[config.mk]
export PLATFORM = sky130hd
export DESIGN_NAME = cache_miss_ctrl
export DESIGN_NICKNAME = d
export VERILOG_FILES = /design/src/rtl/cache_pkg.sv /design/src/rtl/cache_victim_select.sv /design/src/rtl/cache_miss_ctrl.sv
export SDC_FILE = /design/constraint.sdc
export NUM_CORES = 1
export LEC_CHECK = 0
export BUFFER_PORTS_ARGS = -buffer_cell sky130_fd_sc_hd__buf_4
export CORE_ASPECT_RATIO = 0.6
export CORE_MARGIN = 10
export CORE_UTILIZATION = 31
export CTS_CLUSTER_DIAMETER = 40
export DETAILED_ROUTE_END_ITERATION = 12
export PLACE_DENSITY_LB_ADDON = 0.12
export SETUP_SLACK_MARGIN = 0.02
export SYNTH_ARGS = -nofsm -noshare
export SYNTH_HDL_FRONTEND = slang
export SYNTH_HIERARCHICAL = 1
export SYNTH_SLANG_ARGS = --single-unit
export TNS_END_PERCENT = 30
[constraint.sdc]
create_clock -name clk -period 2.5 [get_ports clk]
set_input_delay 0.25 -clock clk [delete_from_list [all_inputs] [get_ports clk]]
set_output_delay 0.25 -clock clk [all_outputs]
set_load 0.005 [all_outputs]
[src/rtl/cache_pkg.sv]
// Shared state encodings and field-width helpers for the cache miss controller.
package cache_pkg;

    typedef logic [2:0] state_t;

    localparam state_t S_IDLE   = 3'd0;
    localparam state_t S_SELECT = 3'd1;
    localparam state_t S_WB     = 3'd2;
    localparam state_t S_REFILL = 3'd3;
    localparam state_t S_COMMIT = 3'd4;

    function automatic int set_bits(input int num_sets);
        return (num_sets > 1) ? $clog2(num_sets) : 1;
    endfunction

    function automatic int way_bits(input int num_ways);
        return (num_ways > 1) ? $clog2(num_ways) : 1;
    endfunction

    function automatic int word_bits(input int block_size);
        return (block_size > 32) ? $clog2(block_size / 32) : 1;
    endfunction

    // Byte-offset width; the set field starts right above it.
    function automatic int offset_bits(input int block_size);
        return $clog2(block_size / 8);
    endfunction

endpackage

[src/rtl/cache_victim_select.sv]
// Rotate replacement: lowest invalid way first, otherwise the rotate pointer.
// ROTATE_PER_SET_EN selects one pointer per set instead of one global pointer.
module cache_victim_select
    import cache_pkg::*;
#(
    parameter int NUM_SETS = 16,
    parameter int NUM_WAYS = 4,
    localparam int SET_BITS = set_bits(NUM_SETS),
    localparam int WAY_BITS = way_bits(NUM_WAYS)
) (
    input  logic                clk,
    input  logic                rst,
    input  logic [NUM_WAYS-1:0] valid_ways,
    input  logic [SET_BITS-1:0] set_idx,
    input  logic                advance,
    output logic [WAY_BITS-1:0] victim_way,
    output logic                all_valid
);

    logic [WAY_BITS-1:0] cur_ptr;

`ifdef ROTATE_PER_SET_EN
    logic [NUM_SETS-1:0][WAY_BITS-1:0] ptr;

    always_ff @(posedge clk) begin
        if (rst)
            ptr <= '0;
        else if (advance)
            ptr[set_idx] <= ptr[set_idx] + WAY_BITS'(1);
    end

    assign cur_ptr = ptr[set_idx];
`else
    logic [WAY_BITS-1:0] ptr;
    logic                unused_set;

    always_ff @(posedge clk) begin
        if (rst)
            ptr <= '0;
        else if (advance)
            ptr <= ptr + WAY_BITS'(1);
    end

    assign cur_ptr    = ptr;
    assign unused_set = ^set_idx;
`endif

    assign all_valid = &valid_ways;

    always_comb begin
        logic found;
        found      = 1'b0;
        victim_way = cur_ptr;
        for (int i = 0; i < NUM_WAYS; i++) begin
            if (!valid_ways[i] && !found) begin
                victim_way = WAY_BITS'(i);
                found      = 1'b1;
            end
        end
    end

endmodule

[src/rtl/cache_miss_ctrl.sv]
// Miss handler: victim select, dirty writeback, word-wise refill, tag commit.
// Optional macro ROTATE_PER_SET_EN: per-set rotate pointers (default: one global).
module cache_miss_ctrl
    import cache_pkg::*;
#(
    parameter int ADDR_SIZE  = 32,
    parameter int NUM_SETS   = 16,
    parameter int NUM_WAYS   = 4,
    parameter int BLOCK_SIZE = 32,
    localparam int WORDS     = BLOCK_SIZE / 32,
    localparam int SET_BITS  = set_bits(NUM_SETS),
    localparam int WAY_BITS  = way_bits(NUM_WAYS),
    localparam int WORD_BITS = word_bits(BLOCK_SIZE),
    localparam int OFF_BITS  = offset_bits(BLOCK_SIZE)
) (
    input  logic                 clk,
    input  logic                 rst,
    input  logic                 miss_valid,
    input  logic [ADDR_SIZE-1:0] miss_addr,
    input  logic [NUM_WAYS-1:0]  valid_ways,
    input  logic [NUM_WAYS-1:0]  dirty_ways,
    input  logic [ADDR_SIZE-1:0] victim_addr,
    input  logic [31:0]          victim_rdata,
    output logic [WAY_BITS-1:0]  victim_way,
    output logic [WORD_BITS-1:0] word_idx,
    output logic                 fill_we,
    output logic [31:0]          fill_wdata,
    output logic                 fill_tag_we,
    output logic                 mem_req,
    output logic                 mem_we,
    output logic [ADDR_SIZE-1:0] mem_addr,
    output logic [31:0]          mem_wdata,
    input  logic                 mem_ack,
    input  logic [31:0]          mem_rdata,
    output logic                 miss_done,
    output logic                 busy
);

    state_t                 state;
    logic                   from_ptr;
    logic [WAY_BITS-1:0]    sel_way;
    logic                   sel_all_valid;
    logic                   last_word;
    logic [ADDR_SIZE-1:0]   miss_base;
    logic [ADDR_SIZE-1:0]   xfer_base;

    cache_victim_select #(
        .NUM_SETS (NUM_SETS),
        .NUM_WAYS (NUM_WAYS)
    ) u_vsel (
        .clk        (clk),
        .rst        (rst),
        .valid_ways (valid_ways),
        .set_idx    (miss_addr[OFF_BITS +: SET_BITS]),
        .advance    (state == S_COMMIT && from_ptr),
        .victim_way (sel_way),
        .all_valid  (sel_all_valid)
    );

    assign last_word = (word_idx == WORD_BITS'(WORDS - 1));
    assign miss_base = {miss_addr[ADDR_SIZE-1:OFF_BITS], OFF_BITS'(0)};
    assign xfer_base = (state == S_WB) ? victim_addr : miss_base;

    always_ff @(posedge clk) begin
        if (rst) begin
            state      <= S_IDLE;
            victim_way <= '0;
            word_idx   <= '0;
            from_ptr   <= 1'b0;
        end else begin
            case (state)
                S_IDLE:
                    if (miss_valid) state <= S_SELECT;
                S_SELECT: begin
                    victim_way <= sel_way;
                    from_ptr   <= sel_all_valid;
                    word_idx   <= '0;
                    state      <= (valid_ways[sel_way] && dirty_ways[sel_way]) ? S_WB : S_REFILL;
                end
                S_WB:
                    if (mem_ack) begin
                        if (last_word) begin
                            word_idx <= '0;
                            state    <= S_REFILL;
                        end else begin
                            word_idx <= word_idx + WORD_BITS'(1);
                        end
                    end
                // word_idx saturates on the last word; the ack moves the FSM on
                S_REFILL:
                    if (mem_ack) begin
                        if (last_word) state    <= S_COMMIT;
                        else           word_idx <= word_idx + WORD_BITS'(1);
                    end
                S_COMMIT:
                    state <= S_IDLE;
                default:
                    state <= S_IDLE;
            endcase
        end
    end

    assign mem_req     = (state == S_WB) || (state == S_REFILL);
    assign mem_we      = (state == S_WB);
    assign mem_addr    = mem_req ? xfer_base + (ADDR_SIZE'(word_idx) << 2) : '0;
    assign mem_wdata   = victim_rdata;
    assign fill_we     = (state == S_REFILL) && mem_ack;
    assign fill_wdata  = mem_rdata;
    assign fill_tag_we = (state == S_COMMIT);
    assign miss_done   = (state == S_COMMIT);
    assign busy        = (state != S_IDLE);

endmodule
Word level (Yosys, flattened, before mapping)
Cells that the tools add are included.
{ "totals": {"reg_bits": 9, "out_inout_bits": 105} }
{ "op_classes": {"n_addsub": 3, "mux": 23, "reduce_logical": 19, "n_eq_ne": 10, "n_lt_le_gt_ge": 1} }
{ "op_table": {"columns": ["op", "n"], "rows": [
  ["two-way mux 32 bit", 2],
  ["adder 32 x 3 -> 32 bit", 1],
  ["two-way mux 3 bit", 5],
  ["one-hot mux 3 bit (4 select lines)", 1],
  ["two-way mux 1 bit", 8],
  ["two-way mux 2 bit", 4],
  ["inequality test 2 bit, second input constant", 4],
  ["equality test 3 x 2 -> 1 bit, second input constant", 2],
  ["logical AND 1 bit", 6],
  ["logical NOT 1 bit", 5],
  ["AND reduction 5 bit", 1],
  ["binary-select mux 1 bit (select 2 bit)", 2],
  ["inequality test 2 x 1 -> 1 bit, second input constant", 2],
  ["AND reduction 4 bit", 1],
  ["equality test 3 x 1 -> 1 bit, second input constant", 1],
  ["equality test 3 bit, second input constant", 1],
  ["logical NOT 3 bit", 1],
  ["less-than comparator 2 x 3 -> 1 bit, second input constant", 1],
  ["nonzero test 3 bit", 1],
  ["adder 2 x 1 -> 2 bit, second input constant", 1],
  ["one-hot mux 1 bit (2 select lines)", 1],
  ["AND reduction 2 bit", 1],
  ["nonzero test 2 bit", 1],
  ["OR reduction 2 bit", 1],
  ["other kinds (2)", 2]
]} }

Logic depth before layout (Yosys ltp)
{ "depth": {"depth_word": 14, "depth_mapped": 5} }

By module
The synthesis kept the hierarchy.
{ "modules_own_cells": {"columns": ["module", "area_each_um2", "instances", "seq_area_each_um2", "cells_each"], "rows": [
  ["cache_miss_ctrl", 1365.1, 1, 120.1, 175],
  ["cache_victim_select", 120.1, 1, 40.0, 14]
]} }

Worst setup path before layout
OpenSTA, ideal clock, no wires.
{ "synth_path": {"kind": "reg-to-reg", "start": "reg u_vsel.ptr[0], in the netlist u_vsel/cur_ptr[0]", "end": "reg state[0]", "stages_incl_launch_ff": 6, "synth_period_minus_slack_ns": 1.310, "path_slack_ns": 1.190, "setup_ns": 0.117, "arrival_time_ns": 1.193, "required_ns": 2.383, "cell_sequence": "dfxtp_1 > nand3b_1 > and3_1 > nand4b_1 > and4b_1 > a32o_1"} }
{ "synth_between": {"elab_chain_cells": 9} }
{ "synth_lines": {"columns": ["item", "line_no", "rtl"], "rows": [
  ["start: declaration", "cache_victim_select.sv:34", "logic [WAY_BITS-1:0] ptr;"],
  ["start signal: assignment", "cache_victim_select.sv:41", "ptr <= ptr + WAY_BITS'(1);"],
  ["two-way mux 2 bit (*) (4 in series)", "cache_victim_select.sv:55", "if (!valid_ways[i] && !found) begin"],
  ["named net sel_way[0]", "cache_miss_ctrl.sv:41", "logic [WAY_BITS-1:0] sel_way;"],
  ["binary-select mux 1 bit (select 2 bit)", "cache_miss_ctrl.sv:78", "state <= (valid_ways[sel_way] && dirty_ways[sel_way]) ? S_WB : S_REFILL;"],
  ["two-way mux 1 bit (implied by the code)", "cache_miss_ctrl.sv:78", null],
  ["logical AND 1 bit (*)", "cache_miss_ctrl.sv:78", null],
  ["two-way mux 1 bit (*)", "cache_miss_ctrl.sv:78", null],
  ["one-hot mux 3 bit (4 select lines) (*)", "cache_miss_ctrl.sv:71", "case (state)"],
  ["end signal: assignment", "cache_miss_ctrl.sv:78", null],
  ["end: declaration", "cache_miss_ctrl.sv:39", "state_t state;"]
]} }
The timed path passes the listed nets; every way through them passes the cells marked *. The select of a mux whose other input is x is not followed.
A chain may end at the register's enable or synchronous reset.

Worst setup path in the final report
{ "layout_path": {"start": "reg state[1]", "end": "out mem_addr[8]"} }
{ "layout_between": {"elab_chain_cells": 4} }
{ "layout_lines": {"columns": ["item", "line_no", "rtl"], "rows": [
  ["equality test 3 x 2 -> 1 bit", "cache_miss_ctrl.sv:62, cache_miss_ctrl.sv:103", null],
  ["two-way mux 32 bit", "cache_miss_ctrl.sv:62", "assign xfer_base = (state == S_WB) ? victim_addr : miss_base;"],
  ["adder 32 x 3 -> 32 bit", "cache_miss_ctrl.sv:105", "assign mem_addr = mem_req ? xfer_base + (ADDR_SIZE'(word_idx) << 2) : '0;"],
  ["two-way mux 32 bit (*)", "cache_miss_ctrl.sv:105", null],
  ["end: declaration", "cache_miss_ctrl.sv:31", "output logic [ADDR_SIZE-1:0] mem_addr,"]
]} }
Every way passes the cells marked *; elsewhere a longest branch is shown, timed or not.

==> run summary <==
- cell with the largest stage delay on the worst path: sky130_fd_sc_hd__dfxtp_1
- quantity of I/O buffers inserted on ports: 113
- Total Routing Usage GR: 13.53%
- detailed placement HPWL: 5433 µm
- number of CTS-inserted buffers: 3
- worst hold-check path type: in -> reg
- warnings from Yosys: 6
- final setup violation count: 0
- clock sink total: 8
- core outline area: 4588 µm²
- Area Overhead vs Synth: 27.38%
- count of final hold-check violations: 0
- cell chain of the critical path: nand2b_1, buf_4, nor2_1, buf_4
- post-cts resize count: 0
- kind of start point of the critical path: flip-flop
- vertical die dimension: 73.62 µm
- total power density per cell area: 389.3 nW/µm²
- netlist area before placement: 1485 µm²
- latest clock arrival within the worst-skew pair: 220 ps
- top fanout value on the critical path: 21
- number of buffers on the longest clock path: 2
- portion of the post-synthesis area used by sequential elements: 10.78%
- largest net degree at the start of global routing: 41
- number of maximum-capacitance constraint violations: 0
- count of TritonRoute iterations in the first routing pass: 4
- WP depth: 4
- share of layout cells above drive strength 1: 54.51%
- largest stage delay on the critical path: 570 ps
- main flop type after synthesis: sky130_fd_sc_hd__dfxtp_1
- worst r2r path cells: 5
- time the final worst path needs with I/O delays and setup: 1882 ps
- fraction of registers with async set or reset after synthesis: 0%
- row cnt: 19
- IR Drop Worst-Case VDD: 230.1 µV
- post-route fraction of the period consumed by the critical path: 75.26%
- number of DRC violations after detailed routing: 0
- FF-to-FF Start: u_vsel/cur_ptr[0]
- via total after detailed routing: 1340
- via density per instance: 4.527
- number of antenna violations at the first check in global routing: 0
- Post-CTS Setup Inserts: 0
- gr ovfl total: 0
- synthesized netlist cell count: 189
- number of nets still failing antenna checks after routing: 0
- overall power after layout: 736.5 µW
- full die area: 8050 µm²
- Worst Skew: 1.956 ps
- count of flip-flops with a built-in enable after synthesis: 0
- via count of the first global-routing pass: 1440
- most used cell along the critical path: sky130_fd_sc_hd__buf_4
- die extent in x: 109.4 µm
- end point of the critical path: mem_addr[8]
- synthesized net count: 329
- mean area per synthesized cell: 7.858 µm²
- TritonCTS clock tree: done
- global-route wire length before repair: 8576 µm
- leakage power summed over all cells: 0.0009444 µW
- CTS HTree Levels: 1
- endpoint of the worst-slack reg-to-reg timing path: state[0]
- maximum achievable frequency: 0.5315 GHz
- Total Nets Final: 375
- Post-Route Setup TNS: 0 ps
- worst setup slack after placement: 807.6 ps
- first element of the critical path: state[1]
- clock-pin transition on the worst setup and hold timing paths: 40 ps
- global placement routability congestion: 0.7758
- critical path class: reg -> out
- worst path setup slack after routing: 618.4 ps
- crit-path leading delay family: flip-flops
- post-route core utilization: 41.23%
- Diodes inserted: 0
- Area after DPL: 1851 µm²
- Avg WL per Cell: 20.92 µm
- starting utilization of the core area: 32.37%
- wirelength, routed: 6193 µm
- Detailed Route Iter0 Violations: 54
- crit path buf inv count: 2
- post-route standard cell area excluding fillers: 1892 µm²
- cell at the root of the clock tree: sky130_fd_sc_hd__clkbuf_8
- crit path DAT: 1630 ps
- Top Ports: 245
- data required time of the worst path: 2250 ps
- count of hold buffers inserted by post-cts repair: 0
- Yosys reg bits: 8
- Register-to-Register Setup Slack: 1070 ps
- outcome: finished, final reports clean
- unrepaired setup endpoints after global routing: false
- final max-slew violation count: 0
- kind of capture point of the worst setup path: output port
- count of different cell masters after synthesis: 32
[final cells by class]
class                           count  area [µm²]
Fill cell                         480        2696
Timing Repair Buffer              116       883.3
Multi-Input combinational cell    105       723.2
Sequential cell                     8       161.4
Tap cell                           63       78.83
Clock buffer                        3       41.29
Inverter                            1       3.754
[how the worst min path moves through the flow]
stage,startpoint,cells past startpoint,slack [ps],end
final,rst,2,240,u_vsel/cur_ptr[1]
after global routing,rst,2,250,u_vsel/cur_ptr[1]
after CTS,rst,2,240,u_vsel/cur_ptr[1]
after detailed placement,from_ptr,2,470,from_ptr
after global placement,from_ptr,2,470,from_ptr
after floorplan,rst,1,310,u_vsel/cur_ptr[1]
[placed cells by master, fill, tap and decap left out]
master and count:
sky130_fd_sc_hd__nand2_1 4, sky130_fd_sc_hd__buf_12 1, sky130_fd_sc_hd__and2_1 3, sky130_fd_sc_hd__mux2i_1 34, sky130_fd_sc_hd__a21bo_1 1, sky130_fd_sc_hd__xnor2_1 1, sky130_fd_sc_hd__o21ai_1 1, sky130_fd_sc_hd__dfxtp_1 7
sky130_fd_sc_hd__nand4b_1 1, sky130_fd_sc_hd__nor2_2 1, sky130_fd_sc_hd__nor2_1 38, sky130_fd_sc_hd__nand2b_1 2, sky130_fd_sc_hd__and4b_1 1, sky130_fd_sc_hd__conb_1 1, sky130_fd_sc_hd__nand3b_1 2, sky130_fd_sc_hd__o21ba_2 1
sky130_fd_sc_hd__nor3b_4 1, sky130_fd_sc_hd__dfxtp_2 1, sky130_fd_sc_hd__o21ai_0 1, sky130_fd_sc_hd__a31oi_1 2, sky130_fd_sc_hd__clkbuf_8 3, sky130_fd_sc_hd__buf_4 115, sky130_fd_sc_hd__or3_1 1, sky130_fd_sc_hd__nor3b_2 1
sky130_fd_sc_hd__and3b_1 1, sky130_fd_sc_hd__and3_1 2, sky130_fd_sc_hd__a21oi_2 1, sky130_fd_sc_hd__a32o_1 1, sky130_fd_sc_hd__o22ai_1 1, sky130_fd_sc_hd__inv_2 1, sky130_fd_sc_hd__nor3_2 1, sky130_fd_sc_hd__nor3_1 1
[per-layer routing]
| layer | GRT usage [%] | wire (µm) | up-vias |
|---|---|---|---|
| met1 | 13.50 | 1997 | 553 |
| met4 | 6.034 | 234 | 0 |
| met2 | 22.00 | 2936 | 106 |
| li1 | - | - | 641 |
| met3 | 8.734 | 1025 | 40 |
| met5 | 0 | 0 | - |
[state kept, by name (all words and copies together) (netlist names)]
name and count:
state 3, from_ptr 1, victim_way 2, u_vsel/cur_ptr 2
[synthesized netlist by cell type (2+ instances only)]
cell / count / share of area [%]
sky130_fd_sc_hd__buf_4: 69 / 35
sky130_fd_sc_hd__nor2_1: 38 / 9.6
sky130_fd_sc_hd__mux2i_1: 34 / 23
sky130_fd_sc_hd__dfxtp_1: 8 / 11
sky130_fd_sc_hd__buf_6: 4 / 3.0
sky130_fd_sc_hd__nand2_1: 4 / 1.0
sky130_fd_sc_hd__and2_1: 3 / 1.3
sky130_fd_sc_hd__a31oi_1: 2 / 0.84
sky130_fd_sc_hd__and3_1: 2 / 0.84
sky130_fd_sc_hd__nand2b_1: 2 / 0.84
sky130_fd_sc_hd__nand3b_1: 2 / 1.0
[where the power goes]
part | internal (µW) | switching, µW
combinational | 253 | 184
sequential | 137 | 13.4
clock | 104 | 45.8
[logic make-up (layout without fill, tap and decap cells)]
family / count (synthesis) / after routing / share of synthesized area (%)
buffers and inverters: 76 / 120 / 40.52
xor gates and xnor gates: 1 / 1 / 0.5898
DFF: 8 / 8 / 10.78
and+or+nand+nor: 60 / 60 / 20.39
AOI/OAI and AO/OA: 9 / 9 / 4.549
muxes: 34 / 34 / 22.92
other: 1 / 1 / 0.2525
[stage by stage]
| stage | hold slack (ps) | std cells |
|---|---|---|
| global route | 251.1 | 296 |
| global placement | 468.5 | 293 |
| floorplan | 312.4 | 189 |
| detailed placement | 474.5 | 293 |
| finish | 242.8 | 296 |
| CTS | 241.8 | 296 |
Note: power is estimated with default switching activity, not from simulation.
